--- config.mk ---
export PLATFORM = sky130hd
export DESIGN_NAME = lstm_weight_loader
export DESIGN_NICKNAME = d
export VERILOG_FILES = /design/src/rtl/lstm_weight_loader.sv
export SDC_FILE = /design/constraint.sdc
export NUM_CORES = 1
export LEC_CHECK = 0
export ABC_AREA = 1
export ABC_CLOCK_PERIOD_IN_PS = 3400
export CORE_UTILIZATION = 43
export CTS_BUF_LIST = sky130_fd_sc_hd__clkbuf_8
export CTS_CLUSTER_DIAMETER = 50
export DETAILED_ROUTE_END_ITERATION = 7
export PLACE_DENSITY_LB_ADDON = 0.12
export SLEW_MARGIN = 40
export SYNTH_ARGS = -nofsm -noshare
export SYNTH_HDL_FRONTEND = slang
export SYNTH_SLANG_ARGS = --single-unit
--- constraint.sdc ---
create_clock -name clock -period 3.4 [get_ports clock]
set_input_delay 0.68 -clock clock [delete_from_list [all_inputs] [get_ports clock]]
set_output_delay 0.68 -clock clock [all_outputs]
set_load 0.05 [all_outputs]
--- src/rtl/lstm_weight_loader.sv ---
// lstm_weight_loader: sequences the initial load of all LSTM gate parameters
// (X/Y weight RAM columns and bias vectors for gates Z, I, F, O) from a
// word-serial stream. HIDDEN_SZ words are packed into one column, then a
// single-cycle write strobe targets the matching RAM or bias register.
// Optional trailing checksum beat is enabled by defining WLOAD_CHECKSUM_EN.
module lstm_weight_loader #(
  parameter int INPUT_SZ  = 2,
  parameter int HIDDEN_SZ = 16,
  parameter int QN        = 6,
  parameter int QM        = 11,
  localparam int BITWIDTH       = QN + QM + 1,
  localparam int LAYER_BITWIDTH = BITWIDTH * HIDDEN_SZ,
  localparam int XW             = $clog2(INPUT_SZ),
  localparam int YW             = $clog2(HIDDEN_SZ)
) (
  input  logic                      clock,
  input  logic                      reset,
  input  logic                      start_i,
  input  logic [BITWIDTH-1:0]       inData_i,
  input  logic                      inValid_i,
  output logic                      inReady_o,
  output logic [LAYER_BITWIDTH-1:0] colData_o,
  output logic [XW-1:0]             colAddrX_o,
  output logic [YW-1:0]             colAddrY_o,
  output logic [3:0]                writeEnX_o,
  output logic [3:0]                writeEnY_o,
  output logic [3:0]                biasWrEn_o,
  output logic                      busy_o,
`ifdef WLOAD_CHECKSUM_EN
  output logic                      ckErr_o,
`endif
  output logic                      loadDone_o
);

  localparam int CW = (XW > YW) ? XW : YW;

  localparam logic [2:0] S_IDLE  = 3'd0;
  localparam logic [2:0] S_FILL  = 3'd1;
  localparam logic [2:0] S_WRITE = 3'd2;
  localparam logic [2:0] S_DONE  = 3'd3;
`ifdef WLOAD_CHECKSUM_EN
  localparam logic [2:0] S_CHECK = 3'd4;
`endif

  localparam logic [1:0] SEC_X = 2'd0;
  localparam logic [1:0] SEC_Y = 2'd1;
  localparam logic [1:0] SEC_B = 2'd2;

  localparam logic [YW-1:0] LAST_ELEM = YW'(HIDDEN_SZ - 1);
  localparam logic [CW-1:0] LAST_X    = CW'(INPUT_SZ - 1);
  localparam logic [CW-1:0] LAST_Y    = CW'(HIDDEN_SZ - 1);
  localparam logic [CW-1:0] COL_ONE   = CW'(1);
  localparam logic [YW-1:0] ELEM_ONE  = YW'(1);

  logic [2:0]                state_q, state_d;
  logic [YW-1:0]             elemCnt_q, elemCnt_d;
  logic [CW-1:0]             colCnt_q, colCnt_d;
  logic [1:0]                section_q, section_d;
  logic [1:0]                gate_q, gate_d;
  logic [LAYER_BITWIDTH-1:0] colData_q, colData_d;
  logic [XW-1:0]             colAddrX_q, colAddrX_d;
  logic [YW-1:0]             colAddrY_q, colAddrY_d;
  logic                      busy_q, busy_d;
  logic                      loadDone_q, loadDone_d;
`ifdef WLOAD_CHECKSUM_EN
  logic [BITWIDTH-1:0]       sum_q, sum_d;
  logic                      ckErr_q, ckErr_d;
`endif

  logic       transfer;
  logic       inWrite;
  logic [3:0] gateOneHot;

`ifdef WLOAD_CHECKSUM_EN
  assign inReady_o = (state_q == S_FILL) || (state_q == S_CHECK);
  assign ckErr_o   = ckErr_q;
`else
  assign inReady_o = (state_q == S_FILL);
`endif

  assign transfer   = inValid_i & inReady_o;
  assign inWrite    = (state_q == S_WRITE);
  assign gateOneHot = 4'b0001 << gate_q;

  assign writeEnX_o = (inWrite && section_q == SEC_X) ? gateOneHot : 4'b0000;
  assign writeEnY_o = (inWrite && section_q == SEC_Y) ? gateOneHot : 4'b0000;
  assign biasWrEn_o = (inWrite && section_q == SEC_B) ? gateOneHot : 4'b0000;

  assign colData_o  = colData_q;
  assign colAddrX_o = colAddrX_q;
  assign colAddrY_o = colAddrY_q;
  assign busy_o     = busy_q;
  assign loadDone_o = loadDone_q;

  // Next-state logic: column assembly, write sequencing and gate/section walk
  always_comb begin
    state_d    = state_q;
    elemCnt_d  = elemCnt_q;
    colCnt_d   = colCnt_q;
    section_d  = section_q;
    gate_d     = gate_q;
    colData_d  = colData_q;
    colAddrX_d = colAddrX_q;
    colAddrY_d = colAddrY_q;
    busy_d     = busy_q;
    loadDone_d = loadDone_q;
`ifdef WLOAD_CHECKSUM_EN
    sum_d      = sum_q;
    ckErr_d    = ckErr_q;
`endif
    case (state_q)
      S_IDLE: begin
        if (start_i) begin
          state_d    = S_FILL;
          busy_d     = 1'b1;
          loadDone_d = 1'b0;
          elemCnt_d  = '0;
          colCnt_d   = '0;
          section_d  = SEC_X;
          gate_d     = 2'd0;
`ifdef WLOAD_CHECKSUM_EN
          sum_d      = '0;
          ckErr_d    = 1'b0;
`endif
        end
      end
      S_FILL: begin
        if (transfer) begin
          colData_d[32'(elemCnt_q) * BITWIDTH +: BITWIDTH] = inData_i;
          elemCnt_d = elemCnt_q + ELEM_ONE;
`ifdef WLOAD_CHECKSUM_EN
          sum_d     = sum_q + inData_i;
`endif
          if (elemCnt_q == LAST_ELEM) begin
            state_d = S_WRITE;
            if (section_q == SEC_X) colAddrX_d = colCnt_q[XW-1:0];
            if (section_q == SEC_Y) colAddrY_d = colCnt_q[YW-1:0];
          end
        end
      end
      S_WRITE: begin
        state_d = S_FILL;
        case (section_q)
          SEC_X: begin
            if (colCnt_q == LAST_X) begin
              section_d = SEC_Y;
              colCnt_d  = '0;
            end else begin
              colCnt_d = colCnt_q + COL_ONE;
            end
          end
          SEC_Y: begin
            if (colCnt_q == LAST_Y) begin
              section_d = SEC_B;
              colCnt_d  = '0;
            end else begin
              colCnt_d = colCnt_q + COL_ONE;
            end
          end
          default: begin
            colCnt_d  = '0;
            section_d = SEC_X;
            if (gate_q == 2'd3) begin
`ifdef WLOAD_CHECKSUM_EN
              state_d    = S_CHECK;
`else
              state_d    = S_DONE;
              busy_d     = 1'b0;
              loadDone_d = 1'b1;
`endif
            end else begin
              gate_d = gate_q + 2'd1;
            end
          end
        endcase
      end
`ifdef WLOAD_CHECKSUM_EN
      S_CHECK: begin
        if (transfer) begin
          state_d = S_DONE;
          busy_d  = 1'b0;
          if (inData_i == sum_q) begin
            loadDone_d = 1'b1;
            ckErr_d    = 1'b0;
          end else begin
            loadDone_d = 1'b0;
            ckErr_d    = 1'b1;
          end
        end
      end
`endif
      S_DONE:  state_d = S_IDLE;
      default: state_d = S_IDLE;
    endcase
  end

  // State registers with synchronous active-high reset clearing everything
  always_ff @(posedge clock) begin
    if (reset) begin
      state_q    <= S_IDLE;
      elemCnt_q  <= '0;
      colCnt_q   <= '0;
      section_q  <= SEC_X;
      gate_q     <= 2'd0;
      colData_q  <= '0;
      colAddrX_q <= '0;
      colAddrY_q <= '0;
      busy_q     <= 1'b0;
      loadDone_q <= 1'b0;
`ifdef WLOAD_CHECKSUM_EN
      sum_q      <= '0;
      ckErr_q    <= 1'b0;
`endif
    end else begin
      state_q    <= state_d;
      elemCnt_q  <= elemCnt_d;
      colCnt_q   <= colCnt_d;
      section_q  <= section_d;
      gate_q     <= gate_d;
      colData_q  <= colData_d;
      colAddrX_q <= colAddrX_d;
      colAddrY_q <= colAddrY_d;
      busy_q     <= busy_d;
      loadDone_q <= loadDone_d;
`ifdef WLOAD_CHECKSUM_EN
      sum_q      <= sum_d;
      ckErr_q    <= ckErr_d;
`endif
    end
  end

endmodule
==> results.txt, run 1 <==
----------------------------------------------------
[Status]
  Result of the run ... complete, no violations

[Floorplanning]
  Standard-cell rows ... 72
  Y dimension of the die ... 199.8 um
  Total die area ... about 40000 um^2
  Number of primary I/O pins ... 330
  Std-Cell Core Area ... 38650 um^2
  Die W ... 199.8 um
  Initial Utilization ... 43.55%

[Timing]
  Final critical-path share of the clock period ... a little over nine tenths
  Relative slew slack ... 46.49%
  Worst-case clock skew ... 13.51 ps
  Min Clock Period, post-route ... 3271 ps
  Setup violations, final ... 0
  Worst-Margin Slew ... 796.6 ps
  Max-slew violation count ... 0
  Setup slack of the critical path after layout ... roughly 130 ps
  Number of hold violations in the final report ... 0
  Maximum frequency from static timing analysis ... ~0.31 GHz

[Detailed routing]
  Wirelength per Cell ... between 15 and 20 um
  Detailed Route Iter0 Violations ... 1630
  First-pass iteration count of the detailed router ... 7
  Number of nets with antenna violations after routing ... 0
  Remaining design rule violation count ... 0
  Routed vias ... 19.44k
  Final WL ... ~70000 um
  Number of vias per cell after detailed routing ... 5.320

[Worst setup path]
  Worst R2R End ... colData_o[262]
  Cell depth of the worst flop-to-flop path ... 17
  Crit path launch type ... flip-flop
  Critical-path maximum fanout ... 6
  Source of the critical timing path ... state_q[1]
  CP Capture Type ... output port
  Required @ worst endpoint ... between 2000 and 3000 ps
  Startpoint of the lowest-slack register-to-register path ... elemCnt_q[3]
  Critical Setup Path Class ... flip-flop to output port
  Crit path DAT ... 2590 ps
  Flop-to-flop setup slack ... approximately 180 ps

[Clocking]
  CTS tree ... built
  CTS Root Cell ... sky130_fd_sc_hd__clkbuf_8
  Clock buffer depth ... 3
  Clk slew on worst S/H paths ... 60 ps
  Number of buffers inserted for hold repair after clock tree synthesis ... 0
  Clock buffers created by TritonCTS ... 54
  Insertion delay of the later-clocked pin in the worst-skew pair ... 640 ps
  Clk sink count ... 309
  Number of H-tree levels ... 2
  Setup Fix Bufs, Post-CTS ... 0

[Job]
  Total of max-cap violations ... 0

[Synth]
  Number of synthesis warnings ... 0
  Share of flip-flops with an asynchronous set or reset after synthesis ... 0%
  Post-synthesis cell type count ... 42
  Number of register bits inferred by synthesis ... around 300
  Sequential-to-total area share from yosys stat ... 36.76%
  Mean instance size in the synthesized netlist ... approximately 6.2 um^2
  Top area cells in the synthesized netlist ... sky130_fd_sc_hd__dfxtp_1 37%, sky130_fd_sc_hd__nand2_1 16%, sky130_fd_sc_hd__nand3_1 8.7%, sky130_fd_sc_hd__inv_1 8.4%, sky130_fd_sc_hd__nor2_1 8.2%
  Synthesized netlist net count ... 2763
  Library cell occupying the most area in the post-synthesis netlist ... sky130_fd_sc_hd__dfxtp_1
  EDFF count, synth ... 0
  Dominant synthesized flop cell ... sky130_fd_sc_hd__dfxtp_1
  Number of instances in the synthesized netlist ... between 2k and 3k
  Top cell type's share of synthesized area ... a little under two fifths
  Post-synthesis cell area ... 16830 um^2

[Cells and area]
  Count of inserted antenna diode cells ... 0
  Final-layout fill cell count ... 3804
  Ratio of cells with drive above 1 in the final layout ... 8.131%
  Synth-to-Final Area Change ... 32.51%
  Final nets ... 3127

[Pwr]
  Lkg Pwr ... 10.57 nW
  Largest voltage drop on the vdd net ... around 0.00032 V
  Ratio of total power to cell area ... 505.1 nW/um^2
  Power Total ... 11.26 mW

[Placed design]
  Post-Place Worst Slack ... -14.04 ps
  Half-perimeter wire length after detailed placement ... 52390 um
  Final Wtd Congestion ... 0.9942
  Buffers added on ports ... around 330

[Hold path]
  Classification of the worst-slack hold path ... flip-flop to flip-flop
  Start point of the worst min-delay path ... colData_o[0]
  Endpoint, Worst Hold ... colData_o[0]
  Worst hold path depth ... 2

[Global routing]
  Number of antenna violations at the first check in global routing ... 0
  Vias in the first global route ... 18.58k
  All-layer global routing usage ... between 30% and 40%
  Global-route wire length before repair ... 106300 um
  Maximum number of pins on one net before global-route repair ... 86
  Global-route congestion overflow total ... 0

----------------------------------------------------
cell usage in the layout, fill, tap and decap left out, types with 12 or more instances in the layout:
cell / netlist / layout
sky130_fd_sc_hd__nor3_1: 17 / 17
sky130_fd_sc_hd__nand2_1: 735 / 733
sky130_fd_sc_hd__clkbuf_8: 0 / 68
sky130_fd_sc_hd__nor2_1: 366 / 364
sky130_fd_sc_hd__inv_2: 10 / 14
sky130_fd_sc_hd__buf_4: 13 / 88
sky130_fd_sc_hd__ha_1: 12 / 12
sky130_fd_sc_hd__inv_1: 377 / 392
sky130_fd_sc_hd__nand3_1: 292 / 292
sky130_fd_sc_hd__dfxtp_1: 309 / 308
sky130_fd_sc_hd__nand4_1: 71 / 71
sky130_fd_sc_hd__nand2_2: 14 / 14
sky130_fd_sc_hd__clkdlybuf4s50_1: 0 / 325
sky130_fd_sc_hd__o21ai_0: 115 / 115
sky130_fd_sc_hd__a21oi_1: 198 / 198
cell families after synthesis:
group / synth area share (%)
AND/OR/NAND/NOR: 39.12
buffers and inverters: 11.93
AO/OA/AOI/OAI: 11.25
flip-flops: 36.76
adder cells (fa/ha/maj): 0.8921
XOR/XNOR: 0.05205
cell usage after synthesis, types with 6 or more instances:
master                     instances
sky130_fd_sc_hd__nand2_1         735
sky130_fd_sc_hd__nand3_1         292
sky130_fd_sc_hd__nor3_1           17
sky130_fd_sc_hd__o21ai_1           9
sky130_fd_sc_hd__a21oi_2           6
sky130_fd_sc_hd__buf_4            13
sky130_fd_sc_hd__nor2_2            9
sky130_fd_sc_hd__buf_2            29
sky130_fd_sc_hd__ha_1             12
sky130_fd_sc_hd__o22ai_1           7
sky130_fd_sc_hd__o21ai_0         115
sky130_fd_sc_hd__inv_2            10
sky130_fd_sc_hd__nand3b_1          9
sky130_fd_sc_hd__a21oi_1         198
sky130_fd_sc_hd__inv_1           377
sky130_fd_sc_hd__dfxtp_1         309
sky130_fd_sc_hd__nand2_2          14
sky130_fd_sc_hd__nor2_1          366
sky130_fd_sc_hd__o21a_1            8
sky130_fd_sc_hd__nand4_1          71
sky130_fd_sc_hd__clkbuf_1         64
sky130_fd_sc_hd__nor2_4            6
sky130_fd_sc_hd__buf_1            15
sequential cells by signal, indices dropped and copies added (netlist names):
| register | flops |
|---|---|
| colAddrX_o | 1 |
| colData_o | 288 |
| loadDone_o | 1 |
| busy_o | 1 |
| gate_q | 2 |
| elemCnt_q | 4 |
| section_q | 2 |
| colAddrY_o | 4 |
| state_q | 2 |
| colCnt_q | 4 |
what timing repair did:
item                       4_1_cts  5_1_grt
pin swaps                        0        0
cloned                           0        0
resized for setup                1       27
setup endpoints to repair        2      224
through the flow:
stage | hold slack (ps) | std cells | util (%) | setup TNS, ps | cell area, um^2
2_1_floorplan | 457.9 | 2729 | - | 0 | 16830
3_3_place_gp | 461.5 | 3555 | 54.56 | -240.4 | 21090
3_5_place_dp | 465.7 | 3555 | 54.56 | -25.86 | 21090
4_1_cts | 473.8 | 3654 | 57.49 | 0 | 22220
5_1_grt | 506.9 | 3654 | 57.71 | -155.1 | 22300
6_report | 477.7 | 3654 | 57.71 | 0 | 22300
worst max-delay path by stage:
stage	endpoint	slack (ps)	cells past startpoint
after global placement	colData_o[263]	-70	17
after CTS	colData_o[238]	4	15
after global routing	colData_o[272]	-30	19
after floorplan	colData_o[132]	280	15
final	biasWrEn_o[2]	130	7
after detailed placement	colData_o[262]	-10	17
critical path, stage by stage, from the launching register on:
cell and delay, ps:
sky130_fd_sc_hd__dfxtp_1 340, sky130_fd_sc_hd__inv_1 60, sky130_fd_sc_hd__nor2_1 140, sky130_fd_sc_hd__inv_1 130
sky130_fd_sc_hd__nor2_1 240, sky130_fd_sc_hd__nand2_1 150, sky130_fd_sc_hd__nor2_1 110, sky130_fd_sc_hd__clkdlybuf4s50_1 800
power breakdown:
group	switching (mW)	internal [mW]
logic	3.13	0.941
clock network	1.56	1.95
registers	0.0269	3.66
cell type report:
| class | count | area (um^2) | area share (%) |
|---|---|---|---|
| clock buffers | 68 | 935.9 | 4.197 |
| clock inverters | 31 | 191.4 | 0.8584 |
| inverters | 390 | 1480 | 6.637 |
| multi-input cells | 1909 | 8697 | 39.00 |
| flip-flops and latches | 309 | 6187 | 27.74 |
| well taps | 518 | 648.1 | 2.906 |
| repair buffers | 429 | 4161 | 18.66 |
layer usage:
| metal | part of all wire, % | global-route usage, % | up-vias |
|---|---|---|---|
| met4 | 3.9 | 15.49 | 0 |
| met5 | 0 | 0 | - |
| met2 | 45 | 55.44 | 916 |
| met3 | 9.7 | 9.005 | 161 |
| li1 | - | - | 9391 |
| met1 | 42 | 44.41 | 8973 |
No activity file was read; power rests on OpenSTA's default activity.
==> run 2: changes to the inputs <==
Settings changed: ABC_CLOCK_PERIOD_IN_PS 3400 to default, PLACE_DENSITY from default to 0.71, PLACE_DENSITY_LB_ADDON 0.12 to default.
==> results.txt, run 2 (synthesized netlist as in run 1, its figures left out) <==
----------------------------------------------------
[Status]
  Result of the run ... complete, no violations

[Cells and area]
  Ratio of cells with drive above 1 in the final layout ... 8.035% (-0.097 points)
  Synth-to-Final Area Change ... 32.04%
  Leading cell type in the layout, fill and taps excluded ... sky130_fd_sc_hd__nand2_1
  Flip-flop count of the largest register, all copies and words added ... 288 (unchanged)
  Register area ... 6186 um^2 (about the same)
  Final core area utilization ... 57.50% (-0.20 points)
  Total area of multi-input combinational cells ... 8743 um^2 (+0.53%)
  Final standard cell area without fillers ... 22220 um^2 (-0.35%)
  Commonest cells after routing, fill and taps aside ... 728 x sky130_fd_sc_hd__nand2_1, 393 x sky130_fd_sc_hd__inv_1, 362 x sky130_fd_sc_hd__nor2_1
  Count of inserted antenna diode cells ... 0 (unchanged)
  Final-layout fill cell count ... 3740 (-1.7%)
  Final nets ... 3115 (-0.38%)

[Timing]
  Worst-case clock skew ... 60.75 ps (+47.24 ps)
  Min Clock Period, post-route ... 3268 ps (-3.422 ps)
  Unrepaired setup endpoints after global routing ... true
  Final-layout setup total negative slack ... 0 ps (unchanged)
  Maximum frequency from static timing analysis ... 0.3060 GHz (+0.10%)
  Final critical-path share of the clock period ... 96.11% (-0.10 points)
  Setup violations, final ... 0 (unchanged)
  Hold Slack ... 367.6 ps (-110.1 ps)
  Number of hold violations in the final report ... 0 (unchanged)
  Max-slew violation count ... 0 (unchanged)
  Relative slew slack ... 43.36% (-3.1 points)
  Worst-Margin Slew ... 849.5 ps (+52.99 ps)

[Global routing]
  Busiest metal layer after global routing ... met2
  Maximum number of pins on one net before global-route repair ... 152 (+77%)
  Number of antenna violations at the first check in global routing ... 0 (unchanged)
  All-layer global routing usage ... 34.24% (-0.65 points)
  Vias in the first global route ... 18.35k (-1.2%)
  Global-route wire length before repair ... 104400 um (-1.7%)
  GR Layer Usage met2 ... 54.37% (-1.1 points)
  Met1 layer usage reported by global route ... 43.11% (-1.3 points)
  Global-route congestion overflow total ... 0 (unchanged)
  GRT met3 Usage ... 9.291% (+0.29 points)

[Worst setup path]
  Cell seen most often among critical-path stages ... sky130_fd_sc_hd__nor2_1
  CP Capture Type ... output port
  Critical Setup Path Class ... flip-flop to output port
  Crit path DAT ... 2590 ps (about the same)
  Stage delay of the slowest cell on the critical path ... 810 ps (about the same)
  Critical-path maximum fanout ... 6 (unchanged)
  Required @ worst endpoint ... 2720 ps (about the same)
  Total buffers and inverters traversed by the critical path ... 3 (unchanged)
  Cells traversed along the worst timing path ... inv_1, nor2_1, inv_1, nor2_1, nand2_1, nor2_1, clkdlybuf4s50_1
  Crit path launch type ... flip-flop
  Slowest CP cell ... sky130_fd_sc_hd__clkdlybuf4s50_1
  Category of cells accounting for the largest share of critical-path delay ... buffers and inverters

[Floorplanning]
  Number of primary I/O pins ... 330 (unchanged)
  Standard-cell rows ... 72 (unchanged)
  Initial Utilization ... 43.55% (unchanged)
  Total die area ... 39930 um^2 (unchanged)
  Y dimension of the die ... 199.8 um (unchanged)
  Die W ... 199.8 um (unchanged)
  Std-Cell Core Area ... 38650 um^2 (unchanged)

[Clocking]
  Clk sink count ... 309 (unchanged)
  CTS tree ... built
  CTS Root Cell ... sky130_fd_sc_hd__clkbuf_8
  Number of H-tree levels ... 2 (unchanged)
  Clock buffer depth ... 3 (unchanged)
  Insertion delay of the later-clocked pin in the worst-skew pair ... 680 ps (+40 ps)
  Clk slew on worst S/H paths ... 60 ps (about the same)
  Clock buffers created by TritonCTS ... 53 (-1.9%)

[Detailed routing]
  First-pass iteration count of the detailed router ... 8 (+1)
  Final WL ... 69580 um (-0.80%)
  Wirelength per Cell ... 19.10 um (-0.48%)
  Routed vias ... 19.38k (-0.32%)
  Remaining design rule violation count ... 0 (unchanged)
  Number of vias per cell after detailed routing ... 5.321 (about the same)
  Number of nets with antenna violations after routing ... 0 (unchanged)
  Detailed Route Iter0 Violations ... 1853 (+14%)

[Pwr]
  Power Total ... 11.16 mW (-0.95%)
  Ratio of total power to cell area ... 502.1 nW/um^2 (-0.60%)
  Lkg Pwr ... 10.45 nW (-1.1%)
  Largest voltage drop on the vdd net ... 0.0004220 V (+33%)

[Placed design]
  Dpl cell area ... 20940 um^2 (-0.72%)
  Buffers added on ports ... 329 (unchanged)
  Half-perimeter wire length after detailed placement ... 51850 um (-1.0%)
  Final Wtd Congestion ... 1.021 (+2.7%)

[Hold path]
  Classification of the worst-slack hold path ... input port to flip-flop

[Job]
  Total of max-cap violations ... 0 (unchanged)

----------------------------------------------------
## run 2: final timing paths
kind	cells after the start	to	slack, ps	from
worst max-delay path	7	biasWrEn_o[3]	130	state_q[1]
worst min-delay path	4	colData_o[273]	370	reset
worst max register to register	15	colData_o[9]	140	elemCnt_q[0]
worst min register to register	2	colData_o[0]	470	colData_o[0]
## run 2: repair_timing
item | in CTS | in global routing
hold buffers | 0 | 0
pin swaps | 0 | 4
gates cloned | 0 | 0
resized for setup | 3 | 26
setup buffers | 0 | 6
setup endpoints to repair | 12 | 184
## run 2: where the power goes
group	leakage, nW	total, mW	switching [mW]	internal, mW
clock	0.650	3.48	1.59	1.89
combinational	7.31	3.99	3.10	0.890
sequential	2.49	3.68	0.0262	3.66
total	10.5	11.2	4.72	6.44
## run 2: layout make-up
| type | instances | area share, % |
|---|---|---|
| sequential | 309 | 27.84 |
| tap | 518 | 2.916 |
| timing repair buffer | 418 | 18.23 |
| multi-input combinational | 1909 | 39.34 |
| clock buffer | 72 | 4.459 |
| clock inverter | 26 | 0.5630 |
| inverter | 390 | 6.649 |
## run 2: worst min-delay path, cell delays in order
cell and delay (ps):
sky130_fd_sc_hd__buf_2 130, sky130_fd_sc_hd__inv_6 60, sky130_fd_sc_hd__nand2_1 60, sky130_fd_sc_hd__nor2_1 30
## run 2: layer usage
layer	wire length (um)	part of all wire (%)
met5	0	0
met4	3045	4.4
met3	6884	9.9
met2	30950	44
met1	28700	41
## run 2: metrics by stage
step	instances	setup slack (ps)
after CTS	3636	29.51
after global placement	3538	39.53
final	3642	132.1
after global routing	3642	-43.15
after detailed placement	3538	-60.62
after floorplan	2729	279.6
